[src/rtl/muldiv_unit.sv]
// Iterative radix-2 multiply/divide unit for the execute stage.
// Shift-add multiply and restoring divide each take N iterations plus one
// sign-fix cycle. HI/LO feed the writeback result mux and hold between ops.

module muldiv_unit #(
   parameter int N = 32
) (
   input  logic         CLK,
   input  logic         RESET_N,
   input  logic         START,
   input  logic [1:0]   OP,
   input  logic [N-1:0] A,
   input  logic [N-1:0] B,
   output logic         BUSY,
   output logic         DONE,
   output logic         DIVZ,
   output logic [N-1:0] HI,
   output logic [N-1:0] LO
);

   localparam int CW = $clog2(N + 1);

   typedef enum logic [1:0] {
      IDLE,
      CALC,
      FIX
   } state_e;

   state_e          state_q, state_d;
   logic [CW-1:0]   cnt_q, cnt_d;
   logic            isDiv_q, isDiv_d;
   logic            negRes_q, negRes_d;
   logic            negRem_q, negRem_d;
   logic            divByZero_q, divByZero_d;
   logic [N-1:0]    rawA_q, rawA_d;
   logic [N-1:0]    mag_q, mag_d;
   logic [N-1:0]    acc_q, acc_d;
   logic [N-1:0]    low_q, low_d;
   logic            busy_q, busy_d;
   logic            done_q, done_d;
   logic            divz_q, divz_d;
   logic [N-1:0]    hi_q, hi_d;
   logic [N-1:0]    lo_q, lo_d;

   logic            opSigned;
   logic [N-1:0]    absA, absB;
   logic [N:0]      mulSum;
   logic [N:0]      remShift;
   logic [N-1:0]    remDiff;
   logic            remFits;
   logic [2*N-1:0]  product, prodFix;
   logic [N-1:0]    quotFix, remFix;

   // State register plus the datapath and registered outputs.
   always_ff @(posedge CLK or negedge RESET_N) begin
      if (!RESET_N) begin
         state_q     <= IDLE;
         cnt_q       <= '0;
         isDiv_q     <= 1'b0;
         negRes_q    <= 1'b0;
         negRem_q    <= 1'b0;
         divByZero_q <= 1'b0;
         rawA_q      <= '0;
         mag_q       <= '0;
         acc_q       <= '0;
         low_q       <= '0;
         busy_q      <= 1'b0;
         done_q      <= 1'b0;
         divz_q      <= 1'b0;
         hi_q        <= '0;
         lo_q        <= '0;
      end else begin
         state_q     <= state_d;
         cnt_q       <= cnt_d;
         isDiv_q     <= isDiv_d;
         negRes_q    <= negRes_d;
         negRem_q    <= negRem_d;
         divByZero_q <= divByZero_d;
         rawA_q      <= rawA_d;
         mag_q       <= mag_d;
         acc_q       <= acc_d;
         low_q       <= low_d;
         busy_q      <= busy_d;
         done_q      <= done_d;
         divz_q      <= divz_d;
         hi_q        <= hi_d;
         lo_q        <= lo_d;
      end
   end

   // Operand magnitudes and per-iteration arithmetic; the N+1-bit sums keep
   // the carry/borrow so the most negative operand needs no special case.
   always_comb begin
      opSigned = OP[0];
      absA     = (opSigned && A[N-1]) ? (~A + 1'b1) : A;
      absB     = (opSigned && B[N-1]) ? (~B + 1'b1) : B;
      mulSum   = {1'b0, acc_q} + (low_q[0] ? {1'b0, mag_q} : {(N+1){1'b0}});
      remShift = {acc_q, low_q[N-1]};
      remFits  = (remShift >= {1'b0, mag_q});
      remDiff  = remShift[N-1:0] - mag_q;
      product  = {acc_q, low_q};
      prodFix  = negRes_q ? (~product + 1'b1) : product;
      quotFix  = negRes_q ? (~low_q + 1'b1) : low_q;
      remFix   = negRem_q ? (~acc_q + 1'b1) : acc_q;
   end

   // Next-state logic: capture in IDLE, iterate in CALC, sign-fix and publish in FIX.
   always_comb begin
      state_d     = state_q;
      cnt_d       = cnt_q;
      isDiv_d     = isDiv_q;
      negRes_d    = negRes_q;
      negRem_d    = negRem_q;
      divByZero_d = divByZero_q;
      rawA_d      = rawA_q;
      mag_d       = mag_q;
      acc_d       = acc_q;
      low_d       = low_q;
      busy_d      = busy_q;
      done_d      = 1'b0;
      divz_d      = divz_q;
      hi_d        = hi_q;
      lo_d        = lo_q;

      unique case (state_q)
         IDLE: begin
            if (START) begin
               isDiv_d     = OP[1];
               negRes_d    = opSigned && (A[N-1] ^ B[N-1]);
               negRem_d    = opSigned && OP[1] && A[N-1];
               divByZero_d = OP[1] && (B == '0);
               rawA_d      = A;
               acc_d       = '0;
               if (OP[1]) begin
                  low_d = absA;
                  mag_d = absB;
               end else begin
                  low_d = absB;
                  mag_d = absA;
               end
               cnt_d   = CW'(N);
               busy_d  = 1'b1;
               state_d = CALC;
            end
         end

         CALC: begin
            if (isDiv_q) begin
               acc_d = remFits ? remDiff : remShift[N-1:0];
               low_d = {low_q[N-2:0], remFits};
            end else begin
               acc_d = mulSum[N:1];
               low_d = {mulSum[0], low_q[N-1:1]};
            end
            cnt_d = cnt_q - 1'b1;
            if (cnt_q == CW'(1)) begin
               state_d = FIX;
            end
         end

         FIX: begin
            if (isDiv_q) begin
               if (divByZero_q) begin
                  hi_d   = rawA_q;
                  lo_d   = '1;
                  divz_d = 1'b1;
               end else begin
                  hi_d   = remFix;
                  lo_d   = quotFix;
                  divz_d = 1'b0;
               end
            end else begin
               hi_d   = prodFix[2*N-1:N];
               lo_d   = prodFix[N-1:0];
               divz_d = 1'b0;
            end
            done_d  = 1'b1;
            busy_d  = 1'b0;
            state_d = IDLE;
         end

         default: begin
            state_d = IDLE;
            busy_d  = 1'b0;
         end
      endcase
   end

   assign BUSY = busy_q;
   assign DONE = done_q;
   assign DIVZ = divz_q;
   assign HI   = hi_q;
   assign LO   = lo_q;

endmodule
[config.mk]
export PLATFORM = sky130hd
export DESIGN_NAME = muldiv_unit
export DESIGN_NICKNAME = d
export VERILOG_FILES = /design/src/rtl/muldiv_unit.sv
export SDC_FILE = /design/constraint.sdc
export NUM_CORES = 1
export LEC_CHECK = 0
export CAP_MARGIN = 15
export CELL_PAD_IN_SITES_DETAIL_PLACEMENT = 1
export CELL_PAD_IN_SITES_GLOBAL_PLACEMENT = 2
export CORE_MARGIN = 1
export CORE_UTILIZATION = 35
export DETAILED_ROUTE_END_ITERATION = 10
export PLACE_DENSITY = 0.89
export SYNTH_ARGS = -nofsm -noshare
export SYNTH_HDL_FRONTEND = slang
export SYNTH_SLANG_ARGS = --single-unit
[constraint.sdc]
create_clock -name CLK -period 4.13 [get_ports CLK]
set_input_delay 0.413 -clock CLK [delete_from_list [all_inputs] [get_ports CLK]]
set_output_delay 0.413 -clock CLK [all_outputs]
set_load 0.02 [all_outputs]
==> flow_metrics.env <==
export IMPL_cts_root_buffer="sky130_fd_sc_hd__clkbuf_16"
export IMPL_post_synth_instance_area_um2=16200
export IMPL_setup_worst_path_end_class="flip-flop"
export IMPL_synth_net_count=2198
export IMPL_drtIter0Drc=1318
export IMPL_die_area_um2=47100
export IMPL_globalRoute_totalOverflow=0
export IMPL_postCtsSetupBuffers=0
export IMPL_fin_cells=2762
export IMPL_placement_io_buffers=135
export IMPL_synth_enable_flop_cells=0
export IMPL_detail_route_vias_per_cell=5.86
export IMPL_drive_above_1_share_pct=6.39
export IMPL_synth_cell_types=74
export IMPL_fp_row_count=78
export IMPL_placement_setup_worst_slack_ns=0.336
export IMPL_timing_max_transition_violations_final=0
export IMPL_timing_critical_path_fanout_max=30
export IMPL_cts_htree_levels=1
export IMPL_gpl_final_weighted_congestion=0.910
export IMPL_tritoncts_clock_tree="yes"
export IMPL_timing_setup_critical_path_class="reg -> reg"
export IMPL_synthesis_area_per_instance_um2=7.86
export IMPL_worst_endpoint_arrival_ns=4.33
export IMPL_fillCellCount=5455
export IMPL_floorplan_initialDensity_pct=35.6
export IMPL_fin_crit_sh_pct=93.1
export IMPL_syn_inst=2057
export IMPL_place_area_um2=18300
export IMPL_postLayoutCoreUtil_pct=42.2
export IMPL_insertion_delay_ns=0.58
export IMPL_flow_area_growth_from_synthesis_pct=18.8
export IMPL_path_clk_slew_ns=0.07
export IMPL_worst_clock_skew_ns=0.0219
export IMPL_via_count=16200
export IMPL_fin_setup_tns_ns=0
export IMPL_ios=136
export IMPL_core_area_um2=45500
export IMPL_timing_final_crit_period_ns=3.84
export IMPL_drc_errors=0
export IMPL_post_place_cells=2715
export IMPL_fp_dieH_um=217
export IMPL_antenna_found_initial=0
export IMPL_p_per_area_nw_per_um2=920
export IMPL_static_leakage_power_nw=8.02
export IMPL_wl_per_cell_um=23.1
export IMPL_synth_seq_cells=207
export IMPL_cap_viol_max_count=0
export IMPL_finish_net_count=2284
export IMPL_fp_dieW_um=217
export IMPL_vdd_drop_max_v=0.000358
export IMPL_cp_data_required_time_ns=4.62
export IMPL_yosys_top_cells_area="sky130_fd_sc_hd__dfrtp_1 (32%), sky130_fd_sc_hd__nand2_1 (7.0%), sky130_fd_sc_hd__xnor2_1 (6.3%), sky130_fd_sc_hd__o21ai_0 (6.2%), sky130_fd_sc_hd__ha_1 (5.4%)"
export IMPL_result_of_the_run="finished clean"
export IMPL_placed_wire_length_estimate_after_detailed_placement_um=47900
export IMPL_crit_path_start_kind="flip-flop"
export IMPL_ys_seq_area_share_pct=32.0
export IMPL_final_design_area_no_fill_um2=19200
export IMPL_wirelength_um=63700
export IMPL_setup_repair_after_global_routing_missed_its_margin="false"
export IMPL_grt_first_pass_wirelength_um=98300
export IMPL_cts_buffer_depth=3
export IMPL_yosys_area_top_type="sky130_fd_sc_hd__dfrtp_1"
export IMPL_clock_sinks=207
export IMPL_grt_start_max_net_pins=126
export IMPL_timing_max_slew_rel_slack_pct=34.9
export IMPL_multi_input_area_um2=10200
export IMPL_globalRouteTotalUtil_pct=26.9
export IMPL_synth_flop_cell="sky130_fd_sc_hd__dfrtp_1"
export IMPL_numCtsBuffers=25
export IMPL_finalHoldViolCount=0
export IMPL_fmax_mhz=260
export IMPL_drtPass1Iterations=5
export IMPL_grt_pass1_vias=16400
export IMPL_hp_class="in -> async"
export IMPL_final_setup_violation_count=0
export IMPL_worst_slack_ns=0.286
export IMPL_seq_area_um2=5190
export IMPL_yosys_warnings=0
export IMPL_synthArstFlopShare_pct=100
export IMPL_tightestPinTransition_ns=0.977
export IMPL_yosysTopAreaCellShare_pct=32.0
export IMPL_drtAntennaViolNets=0
-- registers in the layout (all words and copies together) (netlist names), 2 cells and up --
register and flops:
acc_q 32, cnt_q 6, LO 32, HI 32
mag_q 32, state_q 2, low_q 32, rawA_q 32
-- cells in the final DEF, fill, tap and decap left out, types with 23 or more instances in the layout --
cell type / instances
sky130_fd_sc_hd__nand2_1: 301
sky130_fd_sc_hd__dfrtp_1: 204
sky130_fd_sc_hd__o21ai_0: 200
sky130_fd_sc_hd__nor2_1: 171
sky130_fd_sc_hd__a21oi_1: 169
sky130_fd_sc_hd__clkdlybuf4s50_1: 133
sky130_fd_sc_hd__xnor2_1: 117
sky130_fd_sc_hd__xor2_1: 77
sky130_fd_sc_hd__ha_1: 70
sky130_fd_sc_hd__inv_1: 69
sky130_fd_sc_hd__buf_4: 59
sky130_fd_sc_hd__mux2i_1: 58
sky130_fd_sc_hd__nand3_1: 51
sky130_fd_sc_hd__o211ai_1: 41
sky130_fd_sc_hd__or3_1: 32
sky130_fd_sc_hd__nor3_1: 30
sky130_fd_sc_hd__o31ai_1: 26
sky130_fd_sc_hd__clkbuf_16: 25
sky130_fd_sc_hd__o221ai_1: 23
sky130_fd_sc_hd__a21o_1: 23
-- timing repair --
| item | in CTS | in global routing |
|---|---|---|
| hold buffers | 1 | 0 |
| gates resized for setup | 0 | 1 |
| setup endpoints to repair | 0 | 1 |
| endpoints found under the hold margin | 69 | 0 |
-- power by group --
part / internal, mW / switching, mW / leakage (nW)
registers: 2.97 / 1.18 / 2.59
logic: 4.48 / 6.56 / 4.99
clock network: 1.49 / 0.992 / 0.445
-- kinds of logic after synthesis --
logic type      count (synthesis)  share of synthesized area (%)
simple gates                  699                           19.5
compound gates                615                           23.5
buf+inv                       208                           4.88
flops                         207                           32.0
xor+xnor                      194                           10.5
fa+ha+maj                      72                           5.66
mux                            62                           3.87
-- per-layer routing --
layer / vias up / track usage [%] / routed length, um
li1: 7506 / - / -
met1: 8138 / 36.4 / 28400
met2: 436 / 44.1 / 29900
met3: 93 / 2.66 / 3010
met4: 0 / 10.5 / 2370
met5: - / 0 / 0
-- Yosys cell counts, types with 20 or more instances --
master                     instances
sky130_fd_sc_hd__clkbuf_1        114
sky130_fd_sc_hd__o211ai_1         41
sky130_fd_sc_hd__or4_1            21
sky130_fd_sc_hd__a21o_1           23
sky130_fd_sc_hd__o221ai_1         23
sky130_fd_sc_hd__nand2_1         302
sky130_fd_sc_hd__a31oi_1          21
sky130_fd_sc_hd__inv_1            69
sky130_fd_sc_hd__mux2i_1          58
sky130_fd_sc_hd__nand3_1          51
sky130_fd_sc_hd__ha_1             70
sky130_fd_sc_hd__nor2_1          173
sky130_fd_sc_hd__buf_1            20
sky130_fd_sc_hd__a22oi_1          20
sky130_fd_sc_hd__dfrtp_1         207
sky130_fd_sc_hd__o31ai_1          26
sky130_fd_sc_hd__o21ai_0         200
sky130_fd_sc_hd__a21oi_1         170
sky130_fd_sc_hd__xnor2_1         117
sky130_fd_sc_hd__nor3_1           30
sky130_fd_sc_hd__xor2_1           77
sky130_fd_sc_hd__or3_1            32
-- final timing paths --
| kind | depth (start not counted) | slack [ns] | startpoint | endpoint |
|---|---|---|---|---|
| max | 14 | 0.29 | low_q[0]$_DFFE_PN0P_ | acc_q[27]$_DFFE_PN0P_ |
| min | 2 | 0.42 | RESET_N | HI[23]$_DFFE_PN0P_ |
| max reg2reg | 14 | 0.29 | low_q[0]$_DFFE_PN0P_ | acc_q[27]$_DFFE_PN0P_ |
| min reg2reg | 2 | 0.48 | HI[25]$_DFFE_PN0P_ | HI[25]$_DFFE_PN0P_ |
| max in group asynchronous | 3 | 2.70 | RESET_N | LO[9]$_DFFE_PN0P_ |
| min in group CLK | 2 | 0.48 | HI[25]$_DFFE_PN0P_ | HI[25]$_DFFE_PN0P_ |
-- cell type report --
type                            count  area share (%)
Clock buffer                       36            3.84
Clock inverter                      9           0.853
Multi-Input combinational cell   1642            53.3
Sequential cell                   207            27.0
Inverter                           69            1.35
Antenna cell                        1          0.0130
Timing Repair Buffer              198            9.70
Tap cell                          600            3.91
-- through the flow --
step	power [mW]	hold WS (ns)
floorplan	11.2	0.117
CTS	17.6	0.457
global placement	14.7	0.454
global route	19.0	0.473
finish	17.7	0.422
detailed placement	15.1	0.453
-- worst max-delay path: stages, from the launching register on --
cell	delay [ns]
sky130_fd_sc_hd__dfrtp_1	0.40
sky130_fd_sc_hd__inv_1	0.24
sky130_fd_sc_hd__buf_12	0.23
sky130_fd_sc_hd__nor2_1	0.07
sky130_fd_sc_hd__ha_1	0.37
sky130_fd_sc_hd__o21ai_0	0.14
sky130_fd_sc_hd__nor2b_1	0.15
sky130_fd_sc_hd__or3_1	0.30
sky130_fd_sc_hd__o21ai_0	0.45
sky130_fd_sc_hd__a31oi_1	0.19
sky130_fd_sc_hd__o21ai_0	0.40
sky130_fd_sc_hd__a41o_1	0.28
sky130_fd_sc_hd__xor2_1	0.24
sky130_fd_sc_hd__o211ai_1	0.11
sky130_fd_sc_hd__o21ai_0	0.17
Power figures use the tool's default switching activity.
